$ cat config.mk
export PLATFORM = sky130hd
export DESIGN_NAME = collision_detector
export DESIGN_NICKNAME = d
export VERILOG_FILES = /design/src/rtl/collision_detector.sv
export SDC_FILE = /design/constraint.sdc
export NUM_CORES = 1
export LEC_CHECK = 0
export CAP_MARGIN = 20
export CORE_AREA = 10 10 99 101
export CTS_CLUSTER_DIAMETER = 150
export DETAILED_ROUTE_END_ITERATION = 10
export DIE_AREA = 0 0 109 111
export PLACE_DENSITY = 0.66
export SYNTH_ARGS = -nofsm -noshare
export SYNTH_HDL_FRONTEND = slang
export SYNTH_SLANG_ARGS = --single-unit
$ cat constraint.sdc
create_clock -name clk -period 2.3 [get_ports clk]
set_clock_uncertainty 0.1 [all_clocks]
set_input_delay 0.345 -clock clk [delete_from_list [all_inputs] [get_ports clk]]
set_output_delay 0.345 -clock clk [all_outputs]
set_load 0.01 [all_outputs]
$ cat src/rtl/collision_detector.sv
// Per-frame ball/target collision detector with a valid/ack report.
// Hits accumulate across a frame; the summary is published at the next start of frame.
package defines;
  localparam logic [7:0] COLOR_TRANSPARENT = 8'hFF;
endpackage

module collision_detector
  import defines::*;
#(
  parameter int NUM_TARGETS = 4
) (
  input  logic                     clk,
  input  logic                     reset,
  input  logic [7:0]               RGBBall,
  input  logic [NUM_TARGETS*8-1:0] RGBTargets,
  input  logic [10:0]              pixelX,
  input  logic [10:0]              pixelY,
  input  logic                     startOfFrame,
  input  logic                     collisionAck,
  output logic                     collisionValid,
  output logic [NUM_TARGETS-1:0]   collisionMask,
  output logic [10:0]              hitX,
  output logic [10:0]              hitY,
  output logic [7:0]               hitCount,
  output logic                     overrun
);

  typedef enum logic {
    WAIT_SOF,
    ACCUM
  } state_t;

  state_t                 state_q;
  logic [NUM_TARGETS-1:0] acc_mask_q;
  logic [10:0]            acc_x_q;
  logic [10:0]            acc_y_q;
  logic [7:0]             acc_cnt_q;
  logic                   valid_q;
  logic [NUM_TARGETS-1:0] mask_q;
  logic [10:0]            hit_x_q;
  logic [10:0]            hit_y_q;
  logic [7:0]             hit_cnt_q;
  logic                   ovr_q;

  logic                   ball_on;
  logic [NUM_TARGETS-1:0] hit;
  logic                   any_hit;
  logic                   accepted;
  logic                   publish;

  always_comb begin
    ball_on = (RGBBall != COLOR_TRANSPARENT);
    hit     = '0;
    for (int i = 0; i < NUM_TARGETS; i++) begin
      hit[i] = ball_on &&
        (RGBTargets[i*8 +: 8] != COLOR_TRANSPARENT);
    end
    any_hit  = |hit;
    accepted = valid_q && collisionAck;
    publish  = (state_q == ACCUM) && startOfFrame
               && (acc_mask_q != '0);
  end

  always_ff @(posedge clk) begin
    if (reset) begin
      state_q    <= WAIT_SOF;
      acc_mask_q <= '0;
      acc_x_q    <= '0;
      acc_y_q    <= '0;
      acc_cnt_q  <= '0;
      valid_q    <= 1'b0;
      mask_q     <= '0;
      hit_x_q    <= '0;
      hit_y_q    <= '0;
      hit_cnt_q  <= '0;
      ovr_q      <= 1'b0;
    end else begin
      if (publish) begin
        mask_q    <= acc_mask_q;
        hit_x_q   <= acc_x_q;
        hit_y_q   <= acc_y_q;
        hit_cnt_q <= acc_cnt_q;
        valid_q   <= 1'b1;
        if (valid_q && !collisionAck) ovr_q <= 1'b1;
      end else if (accepted) begin
        valid_q <= 1'b0;
      end

      // The start-of-frame pixel already belongs to the new frame
      if (startOfFrame) begin
        state_q    <= ACCUM;
        acc_mask_q <= hit;
        acc_cnt_q  <= {7'd0, any_hit};
        if (any_hit) begin
          acc_x_q <= pixelX;
          acc_y_q <= pixelY;
        end
      end else if (state_q == ACCUM && any_hit) begin
        acc_mask_q <= acc_mask_q | hit;
        if (acc_cnt_q != 8'hFF) acc_cnt_q <= acc_cnt_q + 8'd1;
        if (acc_mask_q == '0) begin
          acc_x_q <= pixelX;
          acc_y_q <= pixelY;
        end
      end
    end
  end

  assign collisionValid = valid_q;
  assign collisionMask  = mask_q;
  assign hitX           = hit_x_q;
  assign hitY           = hit_y_q;
  assign hitCount       = hit_cnt_q;
  assign overrun        = ovr_q;

endmodule

==> flow_metrics.env, run 1 <==
export IMPL_required_ns=2.43
export IMPL_grt_busiest_layer="met2"
export IMPL_use_met1_pct=13.6
export IMPL_finalHoldViolations=0
export IMPL_combPwrFrac_pct=12.0
export IMPL_core_area_um2=7970
export IMPL_max_cap_violations=0
export IMPL_startpoint_type="flip-flop"
export IMPL_io_pins=102
export IMPL_grt_max_degree=59
export IMPL_end_kind="flip-flop"
export IMPL_cts_clk_slew_worst_paths_ns=0.07
export IMPL_gr_usage_met3_pct=5.64
export IMPL_max_stage_delay_ns=0.56
export IMPL_setup_tns_ns=0
export IMPL_worstPathArrival_ns=2.16
export IMPL_antenna_found_initial=0
export IMPL_clock_path_buffers=2
export IMPL_grt_setup_unrepaired="false"
export IMPL_cts_made_buffers=9
export IMPL_finalMaxSlewViolations=0
export IMPL_synth_edf_count=0
export IMPL_final_util_pct=51.1
export IMPL_synth_fp_nets=383
export IMPL_min_path_cells=2
export IMPL_ant_nets=0
export IMPL_synth_area_per_cell_um2=8.64
export IMPL_antenna_cells=0
export IMPL_grt_pass1_vias=2657
export IMPL_period_share_pct=88.4
export IMPL_syn_area_um2=2730
export IMPL_cts_tree="done"
export IMPL_synthCells=316
export IMPL_leakagePower_nw=1.51
export IMPL_ys_ff_latch=71
export IMPL_wirelength_um=7600
export IMPL_setup_violations=0
export IMPL_powerDensity_nw_per_um2=633
export IMPL_drc=0
export IMPL_p_int_w=0.00199
export IMPL_yosys_most_used_dff="dfxtp_1"
export IMPL_vias=2504
export IMPL_die_h_um=111
export IMPL_row_count=33
export IMPL_dp_hpwl_um=5620
export IMPL_area_growth_pct=49.2
export IMPL_clock_root_buffer="clkbuf_8"
export IMPL_grt_pass1_wl_um=12400
export IMPL_routedWlPerCell_um=14.4
export IMPL_yosysSeqAreaShare_pct=52.1
export IMPL_ctsResizeCount=1
export IMPL_synth_cell_types=28
export IMPL_ys_async_sr_fraction_pct=0
export IMPL_final_nets=486
export IMPL_worst_pin_slew_ns=0.730
export IMPL_r2r_cells=5
export IMPL_drtIter0Drc=77
export IMPL_max_freq_ghz=0.492
export IMPL_start_util_pct=34.3
export IMPL_drive_above_1_share_pct=8.73
export IMPL_track_usage_pct=12.6
export IMPL_outcome="complete, no violations"
export IMPL_gp_congestion=0.796
export IMPL_viasPerCell=4.73
export IMPL_cts_max_level=3
export IMPL_post_cts_setup_buffer_count=0
export IMPL_finalCriticalPeriod_ns=2.03
export IMPL_final_fill_count=764
export IMPL_hp_class="in2reg"
export IMPL_grt_use_met2_pct=21.0
export IMPL_crit_chain="and4_4, a41o_1, a211oi_2, a21oi_1, a31o_2"
export IMPL_p_clk_share_pct=37.4
export IMPL_portBuffers=101
export IMPL_max_slew_margin_pct=51.3
export IMPL_clk_insertion_delay_late_ns=0.33
export IMPL_seq_power_share_pct=50.6
export IMPL_p_sw_w=0.000593
export IMPL_die_w_um=109
export IMPL_swShare_pct=23.0
export IMPL_die_area_um2=12100
export IMPL_yosysWarnings=0
export IMPL_cts_hold_buf=0
export IMPL_vdd_ir_drop_worst_mv=0.239
export IMPL_cts_sink_count=71
export IMPL_path_class="reg2reg"
export IMPL_cpMaxStageDelayCell="a211oi_2"
export IMPL_dr_pass1_iters=4
export IMPL_crit_fanout=11
export IMPL_overflow=0
-- path summary, 6_finish.rpt --
check / start / slack (ns) / endpoint
hold reg to reg: acc_y_q[9] / 0.35 / hitY[9]
setup reg to reg: acc_cnt_q[6] / 0.27 / acc_cnt_q[6]
setup / recovery: acc_cnt_q[6] / 0.27 / acc_cnt_q[6]
hold / removal: reset / 0.14 / acc_cnt_q[0]
-- power by group through the flow --
stage / Combinational, W / Clock (W) / Sequential, W
after global placement: 0.000309 / 0 / 0.00133
after detailed placement: 0.000314 / 0 / 0.00133
final: 0.000309 / 0.000964 / 0.00131
after global routing: 0.000342 / 0.00104 / 0.00131
after CTS: 0.000316 / 0.000992 / 0.00131
after floorplan: 0.000133 / 0 / 0.00133
-- cells in the final DEF (no fill, tap or decap), types with 2 or more instances in the layout --
master,synthesis,layout
and3_1,2,2
nor2_1,43,42
clkbuf_1,12,3
mux2i_1,22,22
nand3_1,2,2
dfxtp_1,71,71
inv_1,2,2
nand2_1,73,73
a31o_2,4,4
o21ai_0,8,8
buf_4,0,8
clkbuf_8,0,10
nand4_1,11,11
nor4_2,3,3
a32oi_1,3,3
a21oi_1,39,39
or2_2,2,2
clkdlybuf4s50_1,0,100
buf_12,0,2
-- metrics by stage --
step	instance area, µm²	std cells	total power (W)	setup WS [ns]	hold WS (ns)
after floorplan	2730	316	0.00147	0.553	0.331
after global placement	3880	513	0.00164	-0.204	0.334
after detailed placement	3880	513	0.00165	-0.302	0.342
after CTS	4070	529	0.00261	0.290	0.125
after global routing	4070	529	0.00269	0.140	0.136
final	4070	529	0.00258	0.267	0.139
-- logic make-up (layout without fill, tap and decap cells) --
group / after synthesis / in the layout / share of synthesized area [%]
flops: 71 / 71 / 52.1
simple gates: 141 / 141 / 22.6
mux: 22 / 22 / 8.07
compound gates: 60 / 60 / 13.1
buf+inv: 21 / 129 / 3.67
fa+ha+maj: 1 / 1 / 0.458
-- worst max-delay path: cells and delay by family (launching register included) --
family	cells	cell delay, ns
and+or+nand+nor	1	0.22
DFF	1	0.35
AOI/OAI and AO/OA	4	1.25
-- metal layers --
layer / vias up / wire, µm
li1: 1281 / -
met1: 1131 / 3240
met2: 82 / 3540
met3: 10 / 717
met4: 0 / 111
met5: - / 0
-- cell usage after synthesis (2+ instances only) --
master	count	area (µm²)
or2_2	2	12.5
nor4_2	3	37.5
and3_1	2	12.5
mux2i_1	22	220
nand2_1	73	274
a211oi_1	2	15.0
a21oi_1	39	195
buf_2	5	25.0
nor2_1	43	161
a31o_2	4	35.0
nand4_1	11	68.8
clkbuf_1	12	45.0
nand3_1	2	10.0
a32oi_1	3	26.3
buf_6	2	22.5
o21ai_0	8	40.0
dfxtp_1	71	1420
inv_1	2	7.51
-- area by class of cell --
cell class | instances | area, µm² | area share [%]
Sequential cell | 71 | 1420 | 34.9
Multi-Input combinational cell | 224 | 1220 | 29.9
Timing Repair Buffer | 111 | 1110 | 27.1
Clock buffer | 13 | 149 | 3.65
Tap cell | 105 | 131 | 3.22
Clock inverter | 3 | 42.5 | 1.04
Inverter | 2 | 7.51 | 0.184
-- flip-flops by register name (all words and copies together), names as in the netlist, 4 cells and up --
| register | count |
|---|---|
| acc_cnt_q | 8 |
| hitX | 11 |
| acc_y_q | 11 |
| hitY | 11 |
| acc_x_q | 11 |
| collisionMask | 4 |
| acc_mask_q | 4 |
| hitCount | 8 |
Note: power is estimated with default switching activity, not from simulation.
==> inputs of run 2 (changes only) <==
CORE_AREA = 2 2 91 93   (was 10 10 99 101)
DIE_AREA = 0 0 93 95   (was 0 0 109 111)
PLACE_DENSITY = 0.75   (was 0.66)
==> flow_metrics.env, run 2 (synthesized netlist as in run 1, its figures left out) <==
export IMPL_die_w_um=93
export IMPL_hp_class="in2reg"
export IMPL_grt_setup_unrepaired="false"
export IMPL_powerDensity_nw_per_um2=663
export IMPL_finalMaxSlewViolations=0
export IMPL_finalHoldViolations=0
export IMPL_leakagePower_nw=1.57
export IMPL_finalCriticalPeriod_ns=2.07
export IMPL_crit_fanout=18
export IMPL_final_common_cell="clkdlybuf4s50_1"
export IMPL_gp_congestion=0.797
export IMPL_vias=2596
export IMPL_period_share_pct=90.1
export IMPL_grt_max_degree=47
export IMPL_grt_pass1_vias=2587
export IMPL_mostFrequentLayoutCells="clkdlybuf4s50_1 (100), nand2_1 (73), dfxtp_1 (71)"
export IMPL_routedWlPerCell_um=12.5
export IMPL_clock_root_buffer="clkbuf_8"
export IMPL_clock_path_buffers=2
export IMPL_grt_pass1_wl_um=11000
export IMPL_clk_insertion_delay_late_ns=0.33
export IMPL_cts_tree="done"
export IMPL_worst_pin_slew_ns=0.693
export IMPL_dp_cells=521
export IMPL_final_cells=537
export IMPL_antenna_cells=0
export IMPL_ant_nets=0
export IMPL_r2r_cells=6
export IMPL_dp_hpwl_um=4860
export IMPL_outcome="complete, no violations"
export IMPL_antenna_found_initial=0
export IMPL_cts_max_level=3
export IMPL_start_util_pct=34.4
export IMPL_worstPathArrival_ns=2.18
export IMPL_startpoint_type="flip-flop"
export IMPL_finalWorstSetupSlack_ns=0.227
export IMPL_max_cap_violations=0
export IMPL_power_w=0.00277
export IMPL_drive_above_1_share_pct=11.1
export IMPL_end_kind="flip-flop"
export IMPL_vdd_ir_drop_worst_mv=0.295
export IMPL_setup_violations=0
export IMPL_dr_pass1_iters=4
export IMPL_overflow=0
export IMPL_area_growth_pct=53.3
export IMPL_path_class="reg2reg"
export IMPL_max_slew_margin_pct=53.7
export IMPL_cts_clk_slew_worst_paths_ns=0.07
export IMPL_cts_sink_count=71
export IMPL_cts_hold_buf=0
export IMPL_portBuffers=101
export IMPL_post_cts_setup_buffer_count=0
export IMPL_required_ns=2.41
export IMPL_drtIter0Drc=53
export IMPL_holdWs_ns=0.266
export IMPL_drc=0
export IMPL_row_count=33
export IMPL_track_usage_pct=15.8
export IMPL_final_nets=494
export IMPL_min_path_cells=2
export IMPL_cts_made_buffers=9
export IMPL_viasPerCell=4.83
export IMPL_max_freq_ghz=0.482
export IMPL_wirelength_um=6720
export IMPL_core_area_um2=7930
export IMPL_die_area_um2=8840
export IMPL_die_h_um=95
export IMPL_io_pins=102
export IMPL_post_place_ws_ns=-0.303
## run 2: changes by cell type in the layout (fill, tap and decap cells not counted)
cell / before / now
buf_4: 8 / 16
clkbuf_1: 3 / 0
clkbuf_8: 10 / 12
bufinv_16: 1 / 2
clkinv_2: 1 / 0
clkinv_4: 0 / 1
## run 2: critical path: stages, from the launching register on
cell and delay, ns:
dfxtp_1 0.34, nor4_2 0.38, a21oi_1 0.17, a211oi_4 0.43
buf_12 0.25, mux2i_1 0.22, nor2_1 0.05
## run 2: where the power goes
part | total (W) | switching, W | internal (W)
Sequential | 0.00130 | 0.0000266 | 0.00128
Combinational | 0.000318 | 0.000133 | 0.000185
Clock | 0.00115 | 0.000452 | 0.000701
## run 2: timing repair
item,CTS,global route
hold endpoints to repair,0,0
gates resized for setup,1,0
setup endpoints to repair,4,0
## run 2: worst paths after layout
check	from	to	slack, ns
max reg2reg	acc_mask_q[0]	acc_y_q[3]	0.23
max	acc_mask_q[0]	acc_y_q[3]	0.23
min	reset	acc_x_q[7]	0.27
min reg2reg	acc_y_q[5]	hitY[5]	0.35
## run 2: layout make-up
type | count | area (µm²)
fillers | 730 | 3740
flip-flops and latches | 71 | 1420
multi-input cells | 224 | 1220
repair buffers | 119 | 1170
clock buffers | 12 | 165
well taps | 105 | 131
clock inverters | 4 | 76.3
inverters | 2 | 7.51
## run 2: per-layer routing
| metal | vias to the layer above | track usage (%) | share of wire, % |
|---|---|---|---|
| li1 | 1300 | - | - |
| met1 | 1197 | 16.4 | 42 |
| met2 | 86 | 29.8 | 50 |
| met3 | 13 | 3.99 | 6.7 |
| met4 | 0 | 7.35 | 1.8 |
| met5 | - | 0 | 0 |
## run 2: metrics by stage
| stage | util [%] | cell area (µm²) | setup TNS (ns) |
|---|---|---|---|
| final | 52.8 | 4180 | 0 |
| after global routing | 52.8 | 4180 | 0 |
| after CTS | 52.8 | 4180 | 0 |
| after detailed placement | 49.7 | 3940 | -2.56 |
| after global placement | 49.7 | 3940 | -1.99 |
| after floorplan | - | 2730 | 0 |
==> inputs of run 3 (changes only) <==
CTS_BUF_LIST = sky130_fd_sc_hd__clkbuf_4   (was unset)
RECOVER_POWER = 50   (was unset)
==> flow_metrics.env, run 3 (synthesized netlist as in run 1, its figures left out) <==
export IMPL_outcome="complete, no violations"
export IMPL_drtIter0Drc=76
export IMPL_finalMaxSlewViolations=0
export IMPL_grt_max_degree=47
export IMPL_cts_max_level=3
export IMPL_end_kind="flip-flop"
export IMPL_register_area_um2=1420
export IMPL_leakagePower_nw=1.57
export IMPL_powerDensity_nw_per_um2=605
export IMPL_portBuffers=101
export IMPL_dr_pass1_iters=4
export IMPL_mostFrequentLayoutCells="clkdlybuf4s50_1 (87), nand2_1 (73), dfxtp_1 (71)"
export IMPL_cts_made_buffers=9
export IMPL_period_share_pct=90.6
export IMPL_routedWlPerCell_um=12.4
export IMPL_start_util_pct=34.4
export IMPL_finalCriticalPeriod_ns=2.08
export IMPL_max_freq_ghz=0.480
export IMPL_clock_path_buffers=2
export IMPL_overflow=0
export IMPL_antenna_found_initial=0
export IMPL_die_area_um2=8840
export IMPL_grt_setup_unrepaired="false"
export IMPL_cts_sink_count=71
export IMPL_post_cts_setup_buffer_count=0
export IMPL_vias=2609
export IMPL_timing_reg2reg_setup_slack_ns=0.22
export IMPL_path_class="reg2reg"
export IMPL_track_usage_pct=15.8
export IMPL_io_pins=102
export IMPL_area_growth_pct=49.8
export IMPL_cts_hold_buf=0
export IMPL_final_nets=494
export IMPL_startpoint_type="flip-flop"
export IMPL_row_count=33
export IMPL_setup_tns_ns=0
export IMPL_multi_input_area_um2=1220
export IMPL_vdd_ir_drop_worst_mv=0.301
export IMPL_top_layer_used="met4"
export IMPL_setup_violations=0
export IMPL_wirelength_um=6680
export IMPL_ctsResizeCount=1
export IMPL_drc=0
export IMPL_dp_hpwl_um=4860
export IMPL_hp_class="in2reg"
export IMPL_wl_met2_um=3320
export IMPL_grt_pass1_vias=2573
export IMPL_required_ns=2.49
export IMPL_core_area_um2=7930
export IMPL_worstPathArrival_ns=2.27
export IMPL_worst_pin_slew_ns=0.706
export IMPL_final_common_cell="clkdlybuf4s50_1"
export IMPL_clk_insertion_delay_late_ns=0.41
export IMPL_wl_met1_um=2740
export IMPL_gp_congestion=0.797
export IMPL_die_h_um=95
export IMPL_max_cap_violations=0
export IMPL_antenna_cells=0
export IMPL_cts_tree="done"
export IMPL_max_slew_margin_pct=52.9
export IMPL_finalHoldViolations=0
export IMPL_wl_met3_um=504
export IMPL_die_w_um=93
export IMPL_power_w=0.00247
export IMPL_cts_clk_slew_worst_paths_ns=0.11
export IMPL_grt_pass1_wl_um=11000
export IMPL_clock_root_buffer="clkbuf_4"
export IMPL_viasPerCell=4.86
export IMPL_drive_above_1_share_pct=10.2
export IMPL_ant_nets=0
export IMPL_crit_fanout=18
export IMPL_final_fill_count=743
## run 3: area by class of cell
class	instances	share of cell area (%)
Timing Repair Buffer	119	28.3
Sequential cell	71	34.8
Clock inverter	7	2.14
Multi-Input combinational cell	224	29.7
Tap cell	105	3.21
Clock buffer	9	1.65
Inverter	2	0.184
## run 3: layer usage
layer	track usage, %	vias to the layer above
met2	29.5	99
met4	6.99	0
li1	-	1307
met5	0	-
met1	16.6	1190
met3	4.47	13
## run 3: final timing paths
kind | start | endpoint | depth (start not counted)
worst min-delay path | reset | acc_x_q[7] | 2
worst min register to register | collisionMask[3] | collisionMask[3] | 2
worst max register to register | acc_mask_q[0] | acc_y_q[3] | 6
worst max-delay path | acc_mask_q[0] | acc_y_q[3] | 6
## run 3: per-stage QoR
stage	cell area (µm²)	setup slack, ns	instances	hold WS, ns	util [%]
after detailed placement	3940	-0.303	521	0.344	49.7
after global routing	4090	0.0842	537	0.199	51.6
after floorplan	2730	0.553	316	0.331	-
final	4090	0.216	537	0.182	51.6
after CTS	4100	0.175	537	0.162	51.7
after global placement	3940	-0.270	521	0.334	49.7
## run 3: report_power, final
group	switching, W	internal (W)	leakage, nW	total [W]
Sequential	0.0000260	0.00128	0.580	0.00130
Clock	0.000425	0.000432	0.0786	0.000857
Combinational	0.000133	0.000181	0.909	0.000314
## run 3: critical path, cell delays in order, from the launching register on
cell and delay, ns:
dfxtp_1 0.35, nor4_2 0.39, a21oi_1 0.17, a211oi_4 0.42, buf_12 0.25, mux2i_1 0.22, nor2_1 0.05
